==> config.mk <==
export PLATFORM = sky130hd
export DESIGN_NAME = b11_scrambler_p
export DESIGN_NICKNAME = d
export VERILOG_FILES = /design/src/rtl/b11_scrambler_pkg.sv /design/src/rtl/b11_scrambler_p.sv
export SDC_FILE = /design/constraint.sdc
export NUM_CORES = 1
export LEC_CHECK = 0
export CAP_MARGIN = 25
export CORE_MARGIN = 2
export CORE_UTILIZATION = 47
export CTS_CLUSTER_DIAMETER = 200
export CTS_CLUSTER_SIZE = 25
export DETAILED_ROUTE_END_ITERATION = 8
export PLACE_DENSITY = 0.74
export SYNTH_ARGS = -nofsm -noshare
export SYNTH_HDL_FRONTEND = slang
export SYNTH_SLANG_ARGS = --single-unit
==> constraint.sdc <==
create_clock -name clock -period 4 [get_ports clock]
set_clock_uncertainty 0.2 [all_clocks]
set_input_delay 0.8 -clock clock [delete_from_list [all_inputs] [get_ports clock]]
set_output_delay 0.8 -clock clock [all_outputs]
set_load 0.03 [all_outputs]
==> src/rtl/b11_scrambler_pkg.sv <==
// Shared types and constants for the b11 input scrambler: FSM state encoding,
// OFFSET adjustments and the magnitude helper used when a result is emitted.
package b11_scrambler_pkg;

  typedef enum logic [3:0] {
    S_IDLE,
    S_SAMPLE,
    S_CLASSIFY,
    S_SEED,
    S_MIX,
    S_REDUCE_UP,
    S_REDUCE_DN,
    S_OFFSET,
    S_EMIT
  } state_t;

  localparam int OFF_00 = -21;
  localparam int OFF_01 = -42;
  localparam int OFF_10 = 7;
  localparam int OFF_11 = 28;

  // Magnitude of a sign-extended accumulator; the caller truncates to its width.
  function automatic logic [31:0] abs_trunc(input logic signed [31:0] a);
    abs_trunc = a[31] ? 32'(-a) : 32'(a);
  endfunction

endpackage

==> src/rtl/b11_scrambler_p.sv <==
// Input scrambler: samples a word, classifies it, folds it with a frame counter
// through a signed accumulator and emits the magnitude over valid/ready.
module b11_scrambler_p
  import b11_scrambler_pkg::*;
#(
  parameter int W      = 6,
  parameter int LIMIT  = 25,
  parameter int THRESH = 26,
  parameter int STEP   = 26
) (
  input  logic         clock,
  input  logic         reset,
  input  logic [W-1:0] x_in,
  input  logic         stbi,
  input  logic         out_ready,
  output logic [W-1:0] x_out,
  output logic         out_valid,
  output logic         busy
);

  localparam int AW = W + 3;
  localparam logic signed [AW-1:0] THR_S   = AW'(THRESH);
  localparam logic signed [AW-1:0] STEP_S  = AW'(STEP);
  localparam logic signed [AW-1:0] NSTEP_S = AW'(-STEP);

  state_t                 state;
  logic [W-1:0]           cnt;
  logic [W-1:0]           r_in;
  logic signed [AW-1:0]   acc;
  logic signed [AW-1:0]   r_ext;
  logic signed [AW-1:0]   cnt_ext;
  logic signed [AW-1:0]   off_s;

  // Operands enter the accumulator zero-extended.
  assign r_ext   = {3'b000, r_in};
  assign cnt_ext = {3'b000, cnt};
  assign busy    = (state != S_SAMPLE);

  always_comb begin
    off_s = AW'(OFF_00);
    case (r_in[3:2])
      2'b00:   off_s = AW'(OFF_00);
      2'b01:   off_s = AW'(OFF_01);
      2'b10:   off_s = AW'(OFF_10);
      default: off_s = AW'(OFF_11);
    endcase
  end

  always_ff @(posedge clock or negedge reset) begin
    if (!reset) begin
      state     <= S_IDLE;
      cnt       <= '0;
      acc       <= '0;
      r_in      <= '0;
      x_out     <= '0;
      out_valid <= 1'b0;
    end else begin
      case (state)
        S_IDLE: begin
          cnt   <= '0;
          state <= S_SAMPLE;
        end
        S_SAMPLE: begin
          r_in <= x_in;
          if (!stbi) state <= S_CLASSIFY;
        end
        S_CLASSIFY: begin
          if (r_in == '0 || r_in == '1) begin
            cnt   <= (cnt_ext < AW'(LIMIT)) ? cnt + W'(1) : '0;
            acc   <= r_ext;
            state <= S_EMIT;
          end else if (r_ext <= THR_S) begin
            state <= S_SEED;
          end else begin
            state <= S_SAMPLE;
          end
        end
        S_SEED: begin
          acc   <= r_in[0] ? (cnt_ext << 1) : cnt_ext;
          state <= S_MIX;
        end
        S_MIX: begin
          if (r_in[1]) begin
            acc   <= r_ext + acc;
            state <= S_REDUCE_UP;
          end else begin
            acc   <= r_ext - acc;
            state <= S_REDUCE_DN;
          end
        end
        // Each iteration moves acc by STEP toward the bound, so both loops end.
        S_REDUCE_UP: begin
          if (acc > THR_S) acc <= acc - STEP_S;
          else             state <= S_OFFSET;
        end
        S_REDUCE_DN: begin
          if (acc < NSTEP_S) acc <= acc + STEP_S;
          else               state <= S_OFFSET;
        end
        S_OFFSET: begin
          acc   <= acc + off_s;
          state <= S_EMIT;
        end
        S_EMIT: begin
          // out_valid low marks the entry cycle; ready is only honoured afterwards.
          if (!out_valid) begin
            x_out     <= W'(abs_trunc(32'(acc)));
            out_valid <= 1'b1;
          end else if (out_ready) begin
            out_valid <= 1'b0;
            state     <= S_SAMPLE;
          end
        end
        default: state <= S_IDLE;
      endcase
    end
  end

endmodule
Word level (Yosys, flattened, before mapping)
Cells that the tools add are included.
{"block": "word_totals", "register_bits": 32, "out_inout_bits": 8}
{"block": "op_classes", "n_eq_ne": 20, "bitwise": 1, "reduce_logical": 10, "add_sub_neg": 7, "magnitude_cmp": 4, "n_mux": 22}
{"op": "$pmux 9 s6", "count": 1}
{"op": "$mux 9", "count": 4}
{"op": "$pmux 4 s9", "count": 1}
{"op": "$pmux 9 s3", "count": 1}
{"op": "$mux 4", "count": 6}
{"op": "$mux 6", "count": 3}
{"op": "$eq 4x3->1 const B", "count": 4}
{"op": "$ne 2x2->1 const B", "count": 8}
{"op": "$pmux 6 s2", "count": 1}
{"op": "$add 7x9->9", "count": 1}
{"op": "$add 9x6->9 const B", "count": 1}
{"op": "$add 9x9->9", "count": 1}
{"op": "$gt 9x6->1 const B", "count": 1}
{"op": "$lt 9x6->1 const B", "count": 1}
{"op": "$sub 7x9->9", "count": 1}
{"op": "$sub 9x6->9 const B", "count": 1}
{"op": "$eq 4x2->1 const B", "count": 2}
{"op": "$mux 7", "count": 1}
{"op": "$add 6x1->6 const B", "count": 1}
{"op": "$eq 6x6->1 const B", "count": 1}
{"op": "$le 6x5->1 const B", "count": 1}
{"op": "$logic_not 6->1", "count": 1}
{"op": "$lt 6x5->1 const B", "count": 1}
{"op": "$neg 6->6", "count": 1}
{"op": "16 further kinds", "count": 19}

Depth between registers and ports, before layout
Gate-level depths: netlist of the first run.
{"block": "logic_depth", "ltp_word": 4, "mapped_depth": 14, "depth_no_buf": 13}

Least setup slack after synthesis of the first run
No wires, ideal clock.
{"block": "synth_timing", "path_kind": "register to register", "start": "register r_in[3]", "end": "register acc[8]", "setup_slack_ns": 1.077, "setup_ns": 0.126, "synth_period_minus_slack_ns": 2.923, "stages_incl_launch_ff": 12, "n_path_buf": 0, "t_arrival_ns": 2.597, "cell_sequence": "dfrtp_1 > inv_1 > ha_1 > or2_2 > ha_1 > fa_1 > a211oi_1 > o21ai_0 > a31oi_1 > xnor2_1 > a211oi_1 > a21oi_1"}
{"block": "synth_between", "elab_chain_len": 4}
{"item": "from (decl)", "line": "b11_scrambler_p.sv:28", "rtl": "logic [W-1:0] r_in;"}
{"item": "from (signal assigned)", "line": "b11_scrambler_p.sv:64", "rtl": "r_in <= x_in;"}
{"item": "$eq 2x2->1, or another cell as far along", "line": "b11_scrambler_p.sv:41", "rtl": "case (r_in[3:2])"}
{"item": "$pmux 9 s3 or $logic_or 1x1->1 (tied branches)", "line": "b11_scrambler_p.sv:41, b11_scrambler_p.sv:68"}
{"item": "$add 9x9->9 or $ne 2x2->1 (tied branches)"}
{"item": "$pmux 9 s6 or $reduce_and 4->1 (tied branches)"}
{"item": "to (signal assigned)", "line": "b11_scrambler_p.sv:70", "rtl": "acc <= r_ext;"}
{"item": "to (signal assigned)", "line": "b11_scrambler_p.sv:97", "rtl": "if (acc < NSTEP_S) acc <= acc + STEP_S;"}
{"item": "to (signal assigned)", "line": "b11_scrambler_p.sv:101", "rtl": "acc <= acc + off_s;"}
{"item": "to (decl)", "line": "b11_scrambler_p.sv:29", "rtl": "logic signed [AW-1:0] acc;"}
Several ways; a longest one is shown, not always the timed one.
A chain may end at the register's enable or synchronous reset.

Final worst setup path of the first run
{"block": "layout_timing", "start": "register acc[1]", "end": "register acc[6]"}
{"block": "layout_between", "elab_chain_len": 3}
{"item": "from (signal assigned)", "line": "b11_scrambler_p.sv:70"}
{"item": "from (signal assigned)", "line": "b11_scrambler_p.sv:79", "rtl": "acc <= r_in[0] ? (cnt_ext << 1) : cnt_ext;"}
{"item": "from (signal assigned)", "line": "b11_scrambler_p.sv:84", "rtl": "acc <= r_ext + acc;"}
{"item": "$add 9x6->9, or another cell as far along", "line": "b11_scrambler_p.sv:97"}
{"item": "$mux 9, or another cell as far along", "line": "b11_scrambler_p.sv:97"}
{"item": "$pmux 9 s6 or $reduce_and 4->1 (tied branches)"}
Several ways; a longest one is shown, not always the timed one. The select of a mux whose other input is x is not followed.

==> run summary, run 1 <==
The delay of the slowest cell on the worst path is 560 ps. Headroom to the max-slew limit came out at 0.4221. The worst register-to-register path has a setup slack of 710 ps. The type of destination of the critical path is a flip-flop.

The number of sinks on the clock net came out at 32. The slew of the pin with the lowest slew margin came out at 860.2 ps. The critical path goes through inv_1, ha_1, nor4b_2, nor2_1, xnor2_1, ha_1, a21oi_1, o21ai_0, nand2_1, xor2_1, a221oi_1, o21ai_1. After clock tree synthesis, the repair step resized 0 gates. The worst hold slack is 314.4 ps. The number of endpoints with negative hold slack in the final report was 0. The count of cell types in the netlist is 68. The number of cells produced by synthesis is 378.

Among the stages of the critical path, the cell type that occurs most often is sky130_fd_sc_hd__ha_1. The worst setup path is launched from a flip-flop. The number of diodes came out at 0. The share of final-layout standard cells stronger than drive strength 1 came out at 0.09375. The cts-stage hold buffer count is 0. In this run the worst hold path is classified as reg -> reg. The adder-cell share of the synthesized area came out at 0.1070. Measured in cells, the most critical reg-to-reg path has a length of 12.

The count of maximum capacitance violations came out at 0. The area enclosed by the die boundary is 0.007545 sq mm. The master cell of the clock root buffer is sky130_fd_sc_hd__clkbuf_8. The fraction of registers with async set/reset came out at 1.000. The maximum fanout along the worst path is 14. The starting DRC count in detailed routing came out at 320.

The average routed wire per standard cell came out at 17.75 um. The number of placed I/O pins is 18. The clock period minus worst slack came out at 3289 ps. The final number of setup-violating endpoints is 0. The area of the mapped netlist is 0.003227 sq mm. The most used flip-flop cell after synthesis is sky130_fd_sc_hd__dfrtp_1.

At the worst endpoint, the required time is 3950 ps. The setup TNS is 0 ps. The remaining routing DRC violations came out at 0. The vias after detailed routing is 2,979. The length of the first detailed-routing pass in iterations is 5. The cell count after placement came out at 456.

The top cell types in the final layout, fill and taps aside, are 33 x sky130_fd_sc_hd__a21oi_1, 32 x sky130_fd_sc_hd__dfrtp_1, 27 x sky130_fd_sc_hd__nor2_1. The highest clock frequency the design can meet came out at 304.0 MHz. The TritonCTS clock tree is yes. The worst-case clock buffer depth is 2.

The starting density of the core came out at 0.4803. The insertion delay to the later sink of the worst-skew pair is 290 ps. The number of nets in the final layout came out at 420. The critical path in this run is classified as reg -> reg.

The combinational family with the most area after synthesis is compound AO/OA/AOI/OAI gates. The number of antenna violations at the first check in global routing is 0. The count of antenna-violating nets left after detailed routing came out at 0. The area growth from synthesis to layout is 8.802%. The compound-cell area share of the yosys netlist is 0.2679. The worst hold endpoint is x_out[0]$_DFFE_PN0P_. The mean post-synth cell area came out at 8.537 sq um. The number of fill cells in the layout is 620. For this run, the total global-route usage over all layers was measured as 0.2325.

The final RePlAce weighted congestion is 0.9140. The number of H-tree levels came out at 2. Entering global routing, the biggest net connects 33 pins. The cell row count is 30.

The net count after synthesis is 415. Of the available clock period, the critical path in the final layout requires 0.8223. For this run the aggregate overflow at the end of global routing stands at 0. Leaving out fill and tap cells, the most frequent cell in the layout is sky130_fd_sc_hd__a21oi_1. In this run, synthesis produced a sequential element count of 32. The post-CTS setup buffer count came out at 0. Measured against the total synthesized area, the mux share comes to 0.06010.

The number of vias per cell came out at 6.420. The post-synthesis share of cell area spent on xor and xnor gates is 0.06514. The wire length reported by the detailed router came out at 8237 um. The half-perimeter wire length after placement is 6131 um. The final count of pins violating max slew is 0. The die extent in y is 86.86 um. The number of synthesis warnings is 0.

The share of synthesized area occupied by flip-flops and latches is 0.2482. The worst register-to-register path ends at acc[6]$_DFFE_PN0P_. The number of port buffers came out at 17.

The instance count along the most critical hold path is 1. In this run the critical register-to-register path is launched from acc[1]$_DFFE_PN0P_. The first global-routing pass estimated 13,990 um of wire.

The master of the slowest instance on the critical path is sky130_fd_sc_hd__dfrtp_1. Of the total synthesized cell area, the portion taken by AND, OR, NAND and NOR gates is 0.1935. The die width is 86.86 um. The critical hold path startpoint is x_out[0]$_DFFE_PN0P_. Setup repair after global routing left no endpoint under its margin.

The critical path arrival is 3240 ps. The number of synthesized flops with an enable pin is 0. The finished layout holds 464 standard cells, fillers aside. The flow ran to the end, and the final reports show no timing, DRC or antenna violations. The via count of the first global-routing pass is 2,826.

The region available for standard cell placement spans 0.006719 sq mm. Counting the buffers created by CTS gives 5. After clock tree synthesis, the clock-pin slew on the worst setup and hold paths is 70 ps.
## worst max-delay path by stage
stage	slack (ps)	from	cells past startpoint	end
floorplan	1080	r_in[3]$_DFFE_PN0P_	11	acc[8]$_DFFE_PN0P_
global placement	900	acc[2]$_DFFE_PN0P_	12	acc[6]$_DFFE_PN0P_
detailed placement	780	acc[1]$_DFFE_PN0P_	12	acc[6]$_DFFE_PN0P_
CTS	750	acc[1]$_DFFE_PN0P_	12	acc[6]$_DFFE_PN0P_
global route	410	acc[1]$_DFFE_PN0P_	12	acc[6]$_DFFE_PN0P_
finish	710	acc[1]$_DFFE_PN0P_	12	acc[6]$_DFFE_PN0P_
## area by class of cell
cell class | count | area, sq um | area share
Clock buffer | 6 | 72.57 | 0.02067
Multi-Input combinational cell | 307 | 2238 | 0.6376
Inverter | 15 | 56.30 | 0.01604
Sequential cell | 32 | 800.8 | 0.2281
Timing Repair Buffer | 22 | 207.7 | 0.05916
Clock inverter | 2 | 35.03 | 0.009979
Tap cell | 80 | 100.1 | 0.02851
## cells in the mapped netlist, types with 7 or more instances
library cell               count  share of area
sky130_fd_sc_hd__a21oi_1      33          0.051
sky130_fd_sc_hd__dfrtp_1      32           0.25
sky130_fd_sc_hd__nor2_1       27          0.031
sky130_fd_sc_hd__ha_1         26           0.10
sky130_fd_sc_hd__o21ai_0      24          0.037
sky130_fd_sc_hd__nand2_1      23          0.027
sky130_fd_sc_hd__xnor2_1      18          0.049
sky130_fd_sc_hd__inv_1        14          0.016
sky130_fd_sc_hd__buf_2        12          0.019
sky130_fd_sc_hd__nor3_1       11          0.017
sky130_fd_sc_hd__a211oi_1     10          0.023
sky130_fd_sc_hd__o21ai_1      10          0.016
sky130_fd_sc_hd__nand3_1       9          0.014
sky130_fd_sc_hd__clkbuf_1      7         0.0081
sky130_fd_sc_hd__mux2i_1       7          0.022
sky130_fd_sc_hd__o22ai_1       7          0.014
## per-stage QoR
| step | worst slack (ps) | utilization | cell area (sq um) |
|---|---|---|---|
| final | 710.9 | 0.5225 | 3511 |
| after global routing | 406.4 | 0.5225 | 3511 |
| after CTS | 752.5 | 0.5225 | 3511 |
| after detailed placement | 784.2 | 0.5065 | 3403 |
| after global placement | 902.7 | 0.5065 | 3403 |
| after floorplan | 1077 | - | 3227 |
## cells by family after synthesis
logic type | count (synthesis)
and+or+nand+nor | 109
DFF | 32
adders and majority gates | 27
AOI/OAI and AO/OA | 130
buffers and inverters | 39
muxes | 17
xor gates and xnor gates | 24
## routing by layer
| metal | vias up | track usage | wire length, um |
|---|---|---|---|
| met5 | - | 0 | 0 |
| met4 | 0 | 0.06960 | 237 |
| met3 | 26 | 0.03318 | 645 |
| met2 | 162 | 0.3692 | 3715 |
| met1 | 1377 | 0.3276 | 3638 |
| li1 | 1414 | - | - |
## flip-flops by register name, indices dropped and copies added (netlist names)
| register | count |
|---|---|
| out_valid | 1 |
| state | 4 |
| cnt | 6 |
| x_out | 6 |
| r_in | 6 |
| acc | 9 |
## critical path, delay by kind of cell (launching register included)
| family | cells | cell delay, ps |
|---|---|---|
| AO/OA/AOI/OAI | 4 | 710 |
| adder cells (fa/ha/maj) | 2 | 500 |
| buffers and inverters | 1 | 220 |
| flip-flops | 1 | 560 |
| XOR/XNOR | 2 | 300 |
| AND/OR/NAND/NOR | 3 | 650 |
Power of run 1 is not shown: default switching activity piles up to over one toggle a cycle in this logic, so the estimate is an artifact.
==> inputs of run 2 (changes only) <==
Settings changed: PLACE_DENSITY 0.74 to 0.77.
Clock period 4 ns to 2.8 ns, I/O delays scaled along.
==> run summary, run 2 (synthesis results as in run 1) <==
The number of fill cells in the layout is 572 (-7.7%). The total track usage is 0.2541 (+0.02164). The critical path arrival is 1960 ps (-1280 ps). The count of antenna-violating nets left after detailed routing is 0 (unchanged). The vias after detailed routing is 3,125 (+4.9%). The total congestion overflow came out at 0 (unchanged). The maximum fanout along the worst path came to 13 (-1). The number of H-tree levels is 2 (unchanged). The final count of pins violating max slew came out at 0 (unchanged). The smallest clock period supported by the final layout is computed as 2719 ps. The maximum number of pins on one net before global-route repair is 33 (unchanged).

The area growth from synthesis to layout is 19.23%. The register bank with the most flops is acc. The number of antenna violations at the first check in global routing is 0 (unchanged). The insertion delay to the later sink of the worst-skew pair came out at 300 ps (about the same). The highest clock frequency the design can meet came out at 367.8 MHz. The setup slack on the worst flop-to-flop path is 110 ps (-600 ps). The run finished with clean final reports. The post-detailed-placement cell area was 0.003652 sq mm (+7.3%). The most critical setup path has its endpoint at busy. The worst-case clock buffer depth is 2 (unchanged). The slew of the pin with the lowest slew margin was 566.1 ps (-294.1 ps). The final number of setup-violating endpoints came out at 0 (unchanged). The post-layout instance area came out at 0.003847 sq mm (+9.6%). The worst setup path is captured at a primary output. The die extent in y is 86.86 um (unchanged).

The number of port buffers was 17 (unchanged). TritonCTS built the clock tree. The length in cells of the worst reg-to-reg path came out at 13 (+1).

In this run the worst hold path is classified as reg -> reg. Leaving out fill and tap cells, the most frequent cell in the layout is sky130_fd_sc_hd__buf_4. The number of diodes is 0 (unchanged). The combined flip-flop and latch cell area came to 802.0 sq um (+0.16%). The wire length reported by the detailed router came to 9186 um (+12%). The cts-stage hold buffer count is 0 (unchanged). The cell row count is 30 (unchanged). The critical path startpoint is state[1]$_DFFE_PN0P_. The number of sinks on the clock net came out at 32 (unchanged). The share of final-layout standard cells stronger than drive strength 1 is 0.2115 (+0.1178). The final critical-path share of the clock period came out at 0.9710. The area enclosed by the die boundary is 0.007545 sq mm (unchanged). The global-route wire length before repair is 15,000 um (+7.2%).

The total clock buffers created by CTS came out at 5 (unchanged). The number of endpoints with negative hold slack in the final report was 0 (unchanged). The worst register-to-register path ends at acc[8]$_DFFE_PN0P_.

The reg-to-reg startpoint is acc[1]$_DFFE_PN0P_. The footprint of the multi-input gates came out at 0.002333 sq mm (+4.2%). The number of nets in the final layout is 452 (+7.6%). The half-perimeter wire length after placement came out at 6712 um (+9.5%). The length of the first detailed-routing pass in iterations was 7 (+2). The flip-flop count of the largest register, all copies and words added is 9 (unchanged). The starting DRC count in detailed routing came out at 310 (-3.1%). Leaving out fill and tap cells, the most frequent cells in the layout are 37 x sky130_fd_sc_hd__buf_4, 31 x sky130_fd_sc_hd__dfrtp_1, 30 x sky130_fd_sc_hd__a21oi_1. The number of placed I/O pins came out at 18 (unchanged). The placeable core region came out at 0.006719 sq mm (unchanged). The via count of the first global-routing pass came to 3,051 (+8.0%). The count of maximum capacitance violations is 0 (unchanged). The master cell of the clock root buffer is sky130_fd_sc_hd__clkbuf_8. STA classifies the critical path startpoint as a flip-flop.

The clock-pin slew on the worst setup and hold paths is 80 ps (about the same). By startpoint and endpoint, the worst setup path is classified as reg -> out. The die width is 86.86 um (unchanged).

The final RePlAce weighted congestion was 1.017 (+11%). The number of vias per cell is 6.300 (-1.9%). The starting density of the core came out at 0.4803 (unchanged).

The average routed wire per standard cell is 18.52 um (+4.3%). The data required time of the critical path came to 2040 ps (-1910 ps). The remaining routing DRC violations was 0 (unchanged). Setup repair after global routing could not meet its margin everywhere. The remaining max-slew budget at the tightest pin is 0.6226 (+0.2005).
-- run 2: cell count changes in the layout (fill, tap and decap cells not counted), sizes merged --
cell  delta
buf     +32
-- run 2: cell type report --
class,count,area share
Multi-Input combinational cell,307,0.6065
Sequential cell,32,0.2085
Timing Repair Buffer,54,0.1164
Tap cell,80,0.02602
Clock buffer,6,0.01886
Inverter,15,0.01463
Clock inverter,2,0.009106
-- run 2: layer usage --
layer | track usage | part of all wire
met1 | 0.3339 | 0.43
met2 | 0.3942 | 0.45
met3 | 0.04645 | 0.077
met4 | 0.1378 | 0.042
met5 | 0 | 0
-- run 2: how the worst min path moves through the flow --
stage	startpoint	end	slack (ps)	cells after the start
CTS	x_out[0]$_DFFE_PN0P_	x_out[0]$_DFFE_PN0P_	320	1
detailed placement	x_out[0]$_DFFE_PN0P_	x_out[0]$_DFFE_PN0P_	300	1
floorplan	reset	acc[0]$_DFFE_PN0P_	60	0
finish	x_out[0]$_DFFE_PN0P_	x_out[0]$_DFFE_PN0P_	320	1
global route	x_out[0]$_DFFE_PN0P_	x_out[0]$_DFFE_PN0P_	350	1
global placement	x_out[0]$_DFFE_PN0P_	x_out[0]$_DFFE_PN0P_	290	1
-- run 2: worst max-delay path, stage by stage, from the launching register on --
cell and delay [ps]:
sky130_fd_sc_hd__dfrtp_1 550, sky130_fd_sc_hd__nor4_4 430, sky130_fd_sc_hd__inv_1 80, sky130_fd_sc_hd__clkdlybuf4s50_1 600
-- run 2: through the flow --
stage	hold WS [ps]	utilization	setup slack, ps	std cells	setup TNS, ps
floorplan	64.41	-	-14.99	378	-14.99
global placement	290.4	0.5436	-1.134	487	-1.134
detailed placement	299.6	0.5436	-16.71	487	-16.71
CTS	317.8	0.5596	3.965	495	0
global route	345.2	0.5726	-26.45	496	-51.42
finish	315.3	0.5726	81.25	496	0
-- run 2: what timing repair did --
| item | 4_1_cts | 5_1_grt |
|---|---|---|
| endpoints found under the hold margin | 0 | 0 |
| setup endpoints to repair | 1 | 6 |
| resized for setup | 0 | 27 |
| buffers inserted | 0 | 1 |
| pin swaps | 1 | 16 |
| cloned | 0 | 0 |
Power of run 2 is left out for the same reason.
